<file path="config.mk">
export PLATFORM = sky130hd
export DESIGN_NAME = spi_adc_capture
export DESIGN_NICKNAME = d
export VERILOG_FILES = /design/src/rtl/acoustics_pkg.sv /design/src/rtl/spi_adc_capture_timer.sv /design/src/rtl/spi_adc_capture.sv
export SDC_FILE = /design/constraint.sdc
export NUM_CORES = 1
export LEC_CHECK = 0
export BUFFER_PORTS_ARGS = -buffer_cell sky130_fd_sc_hd__buf_2
export CAP_MARGIN = 15
export CORE_MARGIN = 8
export CORE_UTILIZATION = 41
export DETAILED_ROUTE_END_ITERATION = 6
export HOLD_SLACK_MARGIN = 0.15
export PLACE_DENSITY = 0.57
export SYNTH_ARGS = -nofsm -noshare
export SYNTH_HDL_FRONTEND = slang
export SYNTH_SLANG_ARGS = --single-unit
</file>
<file path="constraint.sdc">
create_clock -name clk -period 1.75 [get_ports clk]
set_input_delay 0.0875 -clock clk [delete_from_list [all_inputs] [get_ports clk]]
set_output_delay 0.0875 -clock clk [all_outputs]
set_load 0.005 [all_outputs]
</file>
<file path="src/rtl/acoustics_pkg.sv">
// acoustics_pkg: shared sample width, capture FSM states and default sample timing
package acoustics_pkg;
  localparam int ADC_BITS = 10;
  localparam int DEF_SAMPLE_PERIOD = 196;
  localparam int DEF_READY_CYCLES = 14;
  typedef enum logic [2:0] {IDLE, SETUP, SHIFT, HOLD, DONE} adc_state_t;
endpackage

</file>
<file path="src/rtl/spi_adc_capture_timer.sv">
// sample_rate_timer: enable-gated period counter issuing one conversion-start tick per period
module sample_rate_timer import acoustics_pkg::*; #(
  parameter int SAMPLE_PERIOD = DEF_SAMPLE_PERIOD
) (
  input  logic clk,
  input  logic reset_b,
  input  logic enable,
  output logic tick
);
  localparam int CW = $clog2(SAMPLE_PERIOD);
  logic [CW-1:0] count;
  assign tick = enable && count == '0;
  always_ff @(posedge clk or negedge reset_b)
    if (!reset_b) count <= '0;
    else count <= (!enable || count == CW'(SAMPLE_PERIOD - 1)) ? '0 : count + 1'b1;
endmodule

</file>
<file path="src/rtl/spi_adc_capture.sv">
// spi_adc_capture: periodic SPI mode-0 master reading one sample per period from a serial ADC
module spi_adc_capture import acoustics_pkg::*; #(
  parameter int CLK_DIV = 5,
  parameter int FRAME_BITS = 16,
  parameter int LEAD_BITS = 3,
  parameter int DATA_BITS = ADC_BITS,
  parameter int SAMPLE_PERIOD = DEF_SAMPLE_PERIOD,
  parameter int READY_CYCLES = DEF_READY_CYCLES
) (
  input  logic                 clk,
  input  logic                 reset_b,
  input  logic                 enable,
  input  logic                 adc_miso,
  output logic                 adc_sclk,
  output logic                 adc_cs_n,
  output logic [DATA_BITS-1:0] sample_data,
  output logic                 data_ready,
  output logic                 overrun
);
  localparam int DW = $clog2(CLK_DIV + 1);
  localparam int BW = $clog2(FRAME_BITS + 1);
  localparam int RW = $clog2(READY_CYCLES + 1);
  adc_state_t state;
  logic tick, miso_q, hi, last_div, in_window;
  logic [DW-1:0] div;
  logic [BW-1:0] bit_idx;
  logic [RW-1:0] ready_cnt;
  logic [DATA_BITS-1:0] shreg;
  sample_rate_timer #(.SAMPLE_PERIOD(SAMPLE_PERIOD)) u_timer (
    .clk(clk),
    .reset_b(reset_b),
    .enable(enable),
    .tick(tick)
  );
  assign last_div = div == DW'(CLK_DIV - 1);
  assign in_window = bit_idx >= BW'(LEAD_BITS) && bit_idx < BW'(LEAD_BITS + DATA_BITS);
  always_ff @(posedge clk or negedge reset_b)
    if (!reset_b) miso_q <= 1'b0;
    else miso_q <= adc_miso;
  always_ff @(posedge clk or negedge reset_b) begin
    if (!reset_b) begin
      state <= IDLE;
      div <= '0;
      hi <= 1'b0;
      bit_idx <= '0;
      shreg <= '0;
      ready_cnt <= '0;
      adc_sclk <= 1'b0;
      adc_cs_n <= 1'b1;
      sample_data <= '0;
      data_ready <= 1'b0;
      overrun <= 1'b0;
    end else begin
      div <= last_div ? '0 : div + 1'b1;
      if (tick && state != IDLE) overrun <= 1'b1;
      if (data_ready) begin
        ready_cnt <= ready_cnt + 1'b1;
        if (ready_cnt == RW'(READY_CYCLES - 1)) data_ready <= 1'b0;
      end
      case (state)
        IDLE: begin
          div <= '0;
          if (tick) begin
            state <= SETUP;
            adc_cs_n <= 1'b0;
          end
        end
        SETUP: if (last_div) begin
          state <= SHIFT;
          hi <= 1'b0;
          bit_idx <= '0;
        end
        SHIFT: if (last_div) begin
          hi <= !hi;
          adc_sclk <= !hi;
          if (hi) begin
            if (in_window) shreg <= {shreg[DATA_BITS-2:0], miso_q};
            bit_idx <= bit_idx + 1'b1;
            if (bit_idx == BW'(FRAME_BITS - 1)) state <= HOLD;
          end
        end
        HOLD: if (last_div) begin
          state <= DONE;
          adc_cs_n <= 1'b1;
          sample_data <= shreg;
          data_ready <= 1'b1;
          ready_cnt <= '0;
        end
        default: state <= IDLE;
      endcase
    end
  end
endmodule

</file>
==> results of run 1 <==
[worst register-to-register path, stage by stage, from the launching register on]
cell     delay, ns
dfrtp_2       0.44
ha_2          0.20
buf_4         0.14
and3_1        0.18
ha_1          0.17
a41oi_1       0.16
o21ai_0       0.09
and3b_1       0.17
[repair_timing]
item | 4_1_cts | 5_1_grt
buffers inserted | 0 | 1
hold endpoints to repair | 52 | 0
hold buffers | 3 | 0
endpoints found under the setup margin | 0 | 12
gates resized for setup | 0 | 5
[cell type report]
| cell class | instances | area (sq um) |
|---|---|---|
| fillers | 515 | 2710 |
| repair buffers | 36 | 260 |
| flip-flops and latches | 49 | 1230 |
| clock buffers | 7 | 96.3 |
| clock inverters | 1 | 5.00 |
| multi-input cells | 141 | 932 |
| inverters | 14 | 52.6 |
| well taps | 72 | 90.1 |
[power by group through the flow]
| stage | clock network (mW) | registers (mW) | logic, mW |
|---|---|---|---|
| floorplan | 0 | 1.45 | 0.561 |
| global placement | 0 | 1.48 | 0.803 |
| detailed placement | 0 | 1.48 | 0.809 |
| CTS | 0.746 | 1.46 | 0.819 |
| global route | 0.779 | 1.49 | 0.947 |
| finish | 0.718 | 1.46 | 0.830 |
[flip-flops by register name, indices dropped and copies added (netlist names)]
name,count
sample_data,10
shreg,10
u_timer.count,8
bit_idx,5
ready_cnt,4
div,3
state,3
adc_cs_n,1
adc_sclk,1
data_ready,1
hi,1
miso_q,1
overrun,1
[final timing paths]
kind | start | to
worst max-delay path | bit_idx[0] | state[0]
worst min-delay path | reset_b | div[2]
worst max register to register | bit_idx[0] | state[0]
worst min register to register | div[0] | div[0]
max in group asynchronous | reset_b | adc_cs_n
min in group clk | adc_miso | miso_q
[per-stage QoR]
step                      cells  setup WS [ns]  TNS (ns)  util, %
after floorplan             210         0.0206         0        -
final                       320         0.0854         0     49.6
after CTS                   319         0.0268         0     49.2
after global placement      308         0.0505         0     46.8
after global routing        320       -0.00114  -0.00173     49.6
after detailed placement    308         0.0353         0     46.8
[cell families (layout without fill, tap and decap cells)]
logic type | Yosys count | count (layout) | synth area share [%]
and+or+nand+nor | 83 | 83 | 18.8
DFF | 49 | 49 | 55.0
AOI/OAI and AO/OA | 30 | 30 | 8.91
buffers and inverters | 20 | 58 | 3.81
muxes | 11 | 11 | 5.49
xor gates and xnor gates | 9 | 9 | 3.53
adders and majority gates | 8 | 8 | 4.48
[Yosys cell counts (2+ instances only)]
cell,number
a21oi_1,7
a22oi_1,2
and2_1,3
and3_1,3
and3b_1,2
buf_2,2
clkbuf_1,3
dfrtp_1,48
ha_1,8
inv_1,14
mux2_2,10
nand2_1,37
nand3_1,5
nand3b_1,2
nand4_1,4
nor2_1,15
nor3_1,4
o21ai_0,7
o22ai_1,4
o31ai_1,2
xnor2_1,5
xor2_1,4
[routing by layer]
| layer | part of all wire, % | wire [um] | GRT usage, % | vias up |
|---|---|---|---|---|
| li1 | - | - | - | 790 |
| met1 | 48 | 2010 | 14.0 | 782 |
| met2 | 48 | 2010 | 17.8 | 14 |
| met3 | 2.9 | 120 | 2.58 | 6 |
| met4 | 1.7 | 72 | 5.08 | 0 |
| met5 | 0 | 0 | 0 | - |
==> metrics.cfg, run 1 <==
[clock_network]
htreeDepth = 2
tritoncts = yes
path_clk_slew_ns = 0.08
clkLatencyLatePin_ns = 0.30
cts-root-buf = clkbuf_8
cts_sinks = 49
tritoncts.num_buffers = 5
clock_tree.buffer_depth = 2

[setup_path]
worstPathCellList = ha_2, buf_4, and3_1, ha_1, a41oi_1, o21ai_0, and3b_1
critPathMaxFanout = 4
path_delay_family = flip-flops
rrSetupSlack_ns = 0.09
crit_slowest_cell = dfrtp_2
critPathBufInv = 1
critPathArrivalTime_ns = 1.86
crit_path_end_kind = register
slowest_delay_ns = 0.44
cp-start-kind = register
cp.depth = 7
required_ns = 1.94
crit_type = reg -> reg
r2r_cells = 7

[grt]
grt_usage_pct = 11.2
grt_antenna_before_repair = 0
grt_max_degree = 19
overflow = 0
grt_pass1_wl_um = 7570
grt_pass1_vias = 1588

[power_and_ir_drop]
p_sw_mw = 0.954
swShare_pct = 31.7
p_leak_nw = 1.35
p_seq_share_pct = 48.6
vdd_drop_max_uv = 477
pwr-share-comb_pct = 27.6
clkPwrFrac_pct = 23.9
power_density_nw_per_um2 = 1130
p_total_mw = 3.01
p_int_mw = 2.06

[layout]
mostFrequentLayoutCell = dfrtp_1
drive_above_1_share_pct = 24.6
area_growth_pct = 19.3
post-route-cell-area_sq_um = 2670
layout_common_cells = dfrtp_1 (47), nand2_1 (36), buf_2 (17)
diodes = 0
fin_nets = 259

[drt]
vias = 1592
drt_iter0_markers = 76
first_pass_iters = 4
ant_nets = 0
vias_per_cell = 4.98
drc = 0
wirelength_um = 4210
wl_per_cell_um = 13.1

[synth]
synth_edf_count = 0
synth_area_leaders = dfrtp_1 (54%), nand2_1 (6.2%), mux2_2 (5.0%)
synth_cells = 210
netlist_area_sq_um = 2230
ys_seq_elements = 49
ys.warnings.count = 0
yosysTopAreaCell = dfrtp_1
ys_seq_area_share_pct = 55.0
synth_fp_nets = 222
async_flop_share_pct = 100
yosys_most_used_dff = dfrtp_1
ys_types = 41
synth_top_area_share_pct = 53.8
postSynthAreaPerCell_sq_um = 10.6

[timing]
finalSetupViolations = 0
finalHoldViolations = 0
fin_crit_ns = 1.66
rsz0062_at_grt = yes
fin_crit_sh_pct = 95.1
maxSlewHeadroom_pct = 68.6
finClkSkew_ns = 0.00788
worst_pin_slew_ns = 0.467
fmax_ghz = 0.601
drv_slew = 0
whs_ns = 0.241

[floorplanning]
row_count = 27
start_util_pct = 41.6
fp.coreArea_sq_um = 5370
die_w_um = 89.8
io_pins = 18
die_y_um = 89.8
die_area_sq_um = 8060

[outcome]
outcome = complete, no violations

[placed_design]
io_buffers = 17
dpl-instance-area_sq_um = 2510
place_congestion = 0.745
dp_hpwl_um = 3050

[worst_hold_path]
hold_path_class = in -> async

[job]
cap_violations = 0

Note: power is estimated with default switching activity, not from simulation.
==> run 2: changes to the inputs <==
--- a/config.mk
+++ b/config.mk
@@ -9,9 +9,12 @@
 export CAP_MARGIN = 15
 export CORE_MARGIN = 8
 export CORE_UTILIZATION = 41
+export CTS_BUF_LIST = sky130_fd_sc_hd__clkbuf_2
+export CTS_CLUSTER_SIZE = 28
 export DETAILED_ROUTE_END_ITERATION = 6
 export HOLD_SLACK_MARGIN = 0.15
 export PLACE_DENSITY = 0.57
+export SETUP_SLACK_MARGIN = 0.2
 export SYNTH_ARGS = -nofsm -noshare
 export SYNTH_HDL_FRONTEND = slang
 export SYNTH_SLANG_ARGS = --single-unit
==> run 2 against run 1 <==
  * Sequential power barely moved
  * Core utilization rose by 1.1 points
  * Power fell by 1.1%
  * Highest routed layer unchanged
  * Final cell count rose by 0.94%
  * Die area did not move
  * First-iteration DRC count fell by 6.6%
  * Register-to-register slack got worse by 0.02 ns
  * Largest power group unchanged
  * Via count rose by 0.38%
  * Largest cell class unchanged
  * Clock skew rose by 0.033 ns
  * Critical endpoint is now shreg[9]
==> metrics.cfg, run 2 (synthesis gave the netlist of run 1 again) <==
[timing]
fmax_ghz = 0.593  ; was 0.601 GHz
finClkSkew_ns = 0.0405  ; was 0.00788 ns
worst_slack_ns = 0.0632  ; was 0.0854 ns
finalSetupTns_ns = 0  ; unchanged
finalHoldViolations = 0  ; unchanged
finalSetupViolations = 0  ; unchanged
maxSlewHeadroom_pct = 49.5  ; was 68.6%
worst_pin_slew_ns = 0.755  ; was 0.467 ns
fin_crit_ns = 1.69  ; was 1.66 ns
drv_slew = 0  ; unchanged
rsz0062_at_grt = yes  ; unchanged
fin_crit_sh_pct = 96.4  ; was 95.1%

[floorplanning]
die_w_um = 89.8  ; unchanged
start_util_pct = 41.6  ; unchanged
fp.coreArea_sq_um = 5370  ; unchanged
io_pins = 18  ; unchanged
die_area_sq_um = 8060  ; unchanged
die_y_um = 89.8  ; unchanged
row_count = 27  ; unchanged

[layout]
fin_cells = 323  ; was 320
area_growth_pct = 22.1  ; was 19.3%
fin_nets = 263  ; was 259
top_regs = sample_data x10, shreg x10, u_timer.count x8  ; unchanged
mostFrequentLayoutCell = dfrtp_1  ; unchanged
diodes = 0  ; unchanged
drive_above_1_share_pct = 28.3  ; was 24.6%
layout_common_cells = dfrtp_1 (48), nand2_1 (36), buf_2 (17)  ; was dfrtp_1 (47), nand2_1 (36), buf_2 (17)

[grt]
grt_usage_pct = 11.4  ; was 11.2%
grt_antenna_before_repair = 0  ; unchanged
overflow = 0  ; unchanged
grt_pass1_wl_um = 7620  ; was 7570 um
grt_max_degree = 19  ; unchanged
grt_pass1_vias = 1606  ; was 1588

[clock_network]
path_clk_slew_ns = 0.26  ; was 0.08 ns
clkLatencyLatePin_ns = 0.42  ; was 0.30 ns
clock_tree.buffer_depth = 2  ; unchanged
tritoncts = yes  ; unchanged
cts_sinks = 49  ; unchanged
htreeDepth = 2  ; unchanged
tritoncts.num_buffers = 5  ; unchanged
cts-root-buf = clkbuf_2  ; was clkbuf_8

[setup_path]
critPathMaxFanout = 10  ; was 4
critPathArrivalTime_ns = 2.01  ; was 1.86 ns
required_ns = 2.08  ; was 1.94 ns
cp-start-kind = register  ; unchanged
crit_type = reg -> reg  ; unchanged
crit_path_end_kind = register  ; unchanged

[power_and_ir_drop]
power_density_nw_per_um2 = 1090  ; was 1130 nW/um^2
p_leak_nw = 1.35  ; about the same
p_sw_mw = 0.996  ; was 0.954 mW
p_int_mw = 1.98  ; was 2.06 mW
pwr-share-comb_pct = 31.3  ; was 27.6%
clkPwrFrac_pct = 19.6  ; was 23.9%
p_seq_share_pct = 49.1  ; was 48.6%
p_total_mw = 2.98  ; was 3.01 mW
vdd_drop_max_uv = 510  ; was 477 uV
swShare_pct = 33.5  ; was 31.7%

[drt]
drc = 0  ; unchanged
drt_iter0_markers = 71  ; was 76
wl_per_cell_um = 13.6  ; was 13.1 um
first_pass_iters = 4  ; unchanged
ant_nets = 0  ; unchanged
wirelength_um = 4410  ; was 4210 um
vias = 1598  ; was 1592
vias_per_cell = 4.95  ; was 4.98

[outcome]
outcome = complete, no violations  ; unchanged

[placed_design]
dp.cells = 308  ; unchanged
post-place-ws_ns = 0.0736  ; was 0.0353 ns
place_congestion = 0.730  ; was 0.745
io_buffers = 17  ; unchanged
dp_hpwl_um = 3020  ; was 3050 um

[worst_hold_path]
hold_path_class = in -> async  ; unchanged

[job]
cap_violations = 0  ; unchanged

run 2: worst paths after layout:
kind / start / end / slack (ns) / depth (start not counted)
worst max-delay path: div[1] / shreg[9] / 0.06 / 7
worst min-delay path: reset_b / bit_idx[4] / 0.18 / 3
worst max register to register: div[1] / shreg[9] / 0.06 / 7
worst min register to register: miso_q / shreg[0] / 0.47 / 1
max in group asynchronous: reset_b / state[1] / 0.40 / 3
min in group clk: adc_miso / miso_q / 0.32 / 2
run 2: power by group through the flow:
| stage | Sequential (mW) | Combinational, mW | Clock, mW |
|---|---|---|---|
| 2_1_floorplan | 1.45 | 0.564 | 0 |
| 3_3_place_gp | 1.48 | 0.809 | 0 |
| 6_report | 1.46 | 0.933 | 0.582 |
| 4_1_cts | 1.46 | 0.898 | 0.609 |
| 5_1_grt | 1.49 | 1.04 | 0.649 |
| 3_5_place_dp | 1.48 | 0.820 | 0 |
run 2: cell type report:
type / instances / area (sq um)
flip-flops and latches: 49 / 1230
repair buffers: 40 / 298
fillers: 501 / 2650
clock buffers: 5 / 25.0
inverters: 14 / 52.6
clock inverters: 2 / 35.0
multi-input cells: 141 / 998
well taps: 72 / 90.1
run 2: metrics by stage:
stage	area (sq um)	hold WS [ns]	utilization, %
floorplan	2240	-0.208	-
global placement	2500	0.0656	46.6
detailed placement	2500	0.0652	46.6
CTS	2660	0.177	49.6
global route	2730	0.181	50.8
finish	2730	0.177	50.8
run 2: per-layer routing:
| layer | share of wire, % | track usage [%] |
|---|---|---|
| met1 | 48 | 14.1 |
| met2 | 48 | 18.5 |
| met3 | 2.5 | 2.66 |
| met5 | 0 | 0 |
| met4 | 1.6 | 4.80 |
run 2: what timing repair did:
item                                    4_1_cts  5_1_grt
gates resized for setup                       7       14
hold buffers                                  5        0
pin swaps                                     4        1
hold endpoints to repair                     60        0
endpoints found under the setup margin       29       37
setup buffers                                 1        1
gates cloned                                  1        0
run 2: worst max-delay path, stage by stage (launching register included):
cell and delay (ns):
dfrtp_1 0.44, inv_1 0.06, ha_1 0.15, and3b_2 0.20
nand2_2 0.08, nor3_4 0.17, buf_12 0.16, mux2_2 0.33
==> run 3: changes to the inputs <==
--- a/config.mk
+++ b/config.mk
@@ -7,6 +7,7 @@
 export LEC_CHECK = 0
 export BUFFER_PORTS_ARGS = -buffer_cell sky130_fd_sc_hd__buf_2
 export CAP_MARGIN = 15
+export CORE_ASPECT_RATIO = 1.4
 export CORE_MARGIN = 8
 export CORE_UTILIZATION = 41
 export CTS_BUF_LIST = sky130_fd_sc_hd__clkbuf_2
==> run 3 against run 2 <==
  * Final area rose by 0.28%
  * Core utilization rose by 0.20 points
  * Clock skew fell by 0.017 ns
  * Clock power rose by 2%
  * Combinational power rose by 1%
  * Non-clock buffer count rose by 3
  * Fmax rose by 0.17%
  * Sequential cell count did not move
  * Hold slack improved by 0.060 ns
  * Via count rose by 1.4%
==> metrics.cfg, run 3 (synthesis gave the netlist of run 1 again) <==
[grt]
grt_usage_pct = 11.0  ; was 11.4%
met1_usage_pct = 12.0  ; was 14.1%
overflow = 0  ; unchanged
grt_max_degree = 50  ; was 19
grt_pass1_wl_um = 7030  ; was 7620 um
grt_antenna_before_repair = 0  ; unchanged
grt_busiest_layer = met2  ; unchanged
met3_usage_pct = 2.42  ; was 2.66%
grt_pass1_vias = 1563  ; was 1606
grtUsageMet2_pct = 19.8  ; was 18.5%

[setup_path]
required_ns = 2.09  ; was 2.08 ns
critPathMaxFanout = 10  ; unchanged
crit_path_end_kind = register  ; unchanged
critPathArrivalTime_ns = 2.02  ; was 2.01 ns
crit_type = reg -> reg  ; unchanged
r2r_end = shreg[7]  ; was shreg[9]
rrSetupSlack_ns = 0.07  ; was 0.06 ns
startpoint = bit_idx[0]  ; was div[1]
cp-start-kind = register  ; unchanged
worstSetupEndpoint = shreg[7]  ; was shreg[9]
r2r_cells = 6  ; was 7
r2r-start = bit_idx[0]  ; was div[1]

[timing]
fmax_ghz = 0.594  ; was 0.593 GHz
fin_crit_ns = 1.68  ; was 1.69 ns
worst_pin_slew_ns = 0.612  ; was 0.755 ns
drv_slew = 0  ; unchanged
fin_crit_sh_pct = 96.2  ; was 96.4%
rsz0062_at_grt = yes  ; unchanged
maxSlewHeadroom_pct = 59.2  ; was 49.5%
finClkSkew_ns = 0.0234  ; was 0.0405 ns
finalHoldViolations = 0  ; unchanged
finalSetupViolations = 0  ; unchanged

[layout]
multiInputGateArea_sq_um = 992  ; was 998 sq um
regArea_sq_um = 1230  ; unchanged
mostFrequentLayoutCell = dfrtp_1  ; unchanged
fin_cells = 323  ; unchanged
top_regs = sample_data x10, shreg x10, u_timer.count x8  ; unchanged
n_fill_cell = 512  ; was 501
fin_nets = 266  ; was 263
area_growth_pct = 22.4  ; was 22.1%
diodes = 0  ; unchanged
drive_above_1_share_pct = 31.4  ; was 28.3%
fin_util_pct = 51.0  ; was 50.8%
layout_common_cells = dfrtp_1 (48), nand2_1 (36), buf_4 (20)  ; was dfrtp_1 (48), nand2_1 (36), buf_2 (17)

[clock_network]
tritoncts = yes  ; unchanged
clock_tree.buffer_depth = 2  ; unchanged
path_clk_slew_ns = 0.24  ; was 0.26 ns
clkLatencyLatePin_ns = 0.42  ; about the same
tritoncts.num_buffers = 5  ; unchanged
htreeDepth = 2  ; unchanged
cts_sinks = 49  ; unchanged
cts-root-buf = clkbuf_2  ; unchanged

[power_and_ir_drop]
power_density_nw_per_um2 = 1100  ; was 1090 nW/um^2
swShare_pct = 33.2  ; was 33.5%
p_leak_nw = 1.36  ; was 1.35 nW
p_seq_share_pct = 48.8  ; was 49.1%
p_total_mw = 3.00  ; was 2.98 mW
clkPwrFrac_pct = 19.8  ; was 19.6%
p_int_mw = 2.01  ; was 1.98 mW
vdd_drop_max_uv = 624  ; was 510 uV
pwr-share-comb_pct = 31.4  ; was 31.3%
p_sw_mw = 0.996  ; about the same

[drt]
vias_per_cell = 5.02  ; was 4.95
wl_per_cell_um = 13.4  ; was 13.6 um
first_pass_iters = 4  ; unchanged
ant_nets = 0  ; unchanged
drc = 0  ; unchanged
vias = 1621  ; was 1598
wirelength_um = 4330  ; was 4410 um
drt_iter0_markers = 67  ; was 71

[floorplanning]
io_pins = 18  ; unchanged
die_y_um = 103  ; was 89.8 um
fp.coreArea_sq_um = 5370  ; about the same
die_area_sq_um = 8100  ; was 8060 sq um
start_util_pct = 41.6  ; about the same
row_count = 32  ; was 27
die_w_um = 78.4  ; was 89.8 um

[job]
cap_violations = 0  ; unchanged

[placed_design]
place_congestion = 0.738  ; was 0.730
dp.cells = 304  ; was 308
io_buffers = 17  ; unchanged
dp_hpwl_um = 2980  ; was 3020 um

[worst_hold_path]
hold_path_class = in -> async  ; unchanged

[outcome]
outcome = complete, no violations  ; unchanged

-- run 3: cell count changes in the layout (fill, tap and decap cells not counted), sizes merged --
| cell | delta |
|---|---|
| dlygate4sd3 | -2 |
| clkinvlp | +1 |
| buf | +5 |
-- run 3: critical path: stages (launching register included) --
cell and delay [ns]:
dfrtp_1 0.47, buf_4 0.15, o211ai_2 0.19, nand3b_4 0.10, nor3_4 0.22, buf_12 0.15, mux2_2 0.33
-- run 3: power groups by stage --
stage,Sequential [mW],Combinational (mW),Clock [mW]
after floorplan,1.45,0.564,0
after global placement,1.49,0.810,0
after detailed placement,1.48,0.819,0
after CTS,1.46,0.897,0.627
after global routing,1.49,1.05,0.657
final,1.46,0.942,0.595
-- run 3: timing repair --
action,CTS,global route
hold buffers,3,0
cloned,0,1
pin swaps,1,5
resized for setup,6,16
endpoints found under the hold margin,61,0
buffers inserted,4,3
endpoints found under the setup margin,24,35
-- run 3: metrics by stage --
step | hold slack, ns | worst slack [ns] | instance area, sq um | TNS (ns)
after floorplan | -0.208 | 0.0505 | 2240 | 0
after global routing | 0.254 | 0.00219 | 2730 | 0
after CTS | 0.249 | 0.0587 | 2650 | 0
after detailed placement | 0.198 | -0.0262 | 2490 | -0.237
after global placement | 0.197 | -0.0278 | 2490 | -0.264
final | 0.237 | 0.0661 | 2730 | 0
-- run 3: how the worst min path moves through the flow --
stage	end	slack, ns	cells after the start
6_report	hi	0.24	3
5_1_grt	miso_q	0.25	2
4_1_cts	ready_cnt[1]	0.25	3
3_5_place_dp	miso_q	0.20	1
3_3_place_gp	miso_q	0.20	1
2_1_floorplan	adc_sclk	-0.21	0
-- run 3: routing by layer --
metal | share of wire (%) | wire length [um]
met2 | 54 | 2340
met4 | 2.0 | 87
met5 | 0 | 0
met3 | 3.0 | 129
met1 | 41 | 1770
-- run 3: area by class of cell --
class / count / share of cell area, %
clock buffer: 5 / 0.915
clock inverter: 3 / 1.51
inverter: 14 / 2.01
multi-input combinational: 141 / 36.3
sequential: 49 / 44.9
tap: 68 / 3.11
timing repair buffer: 43 / 11.3
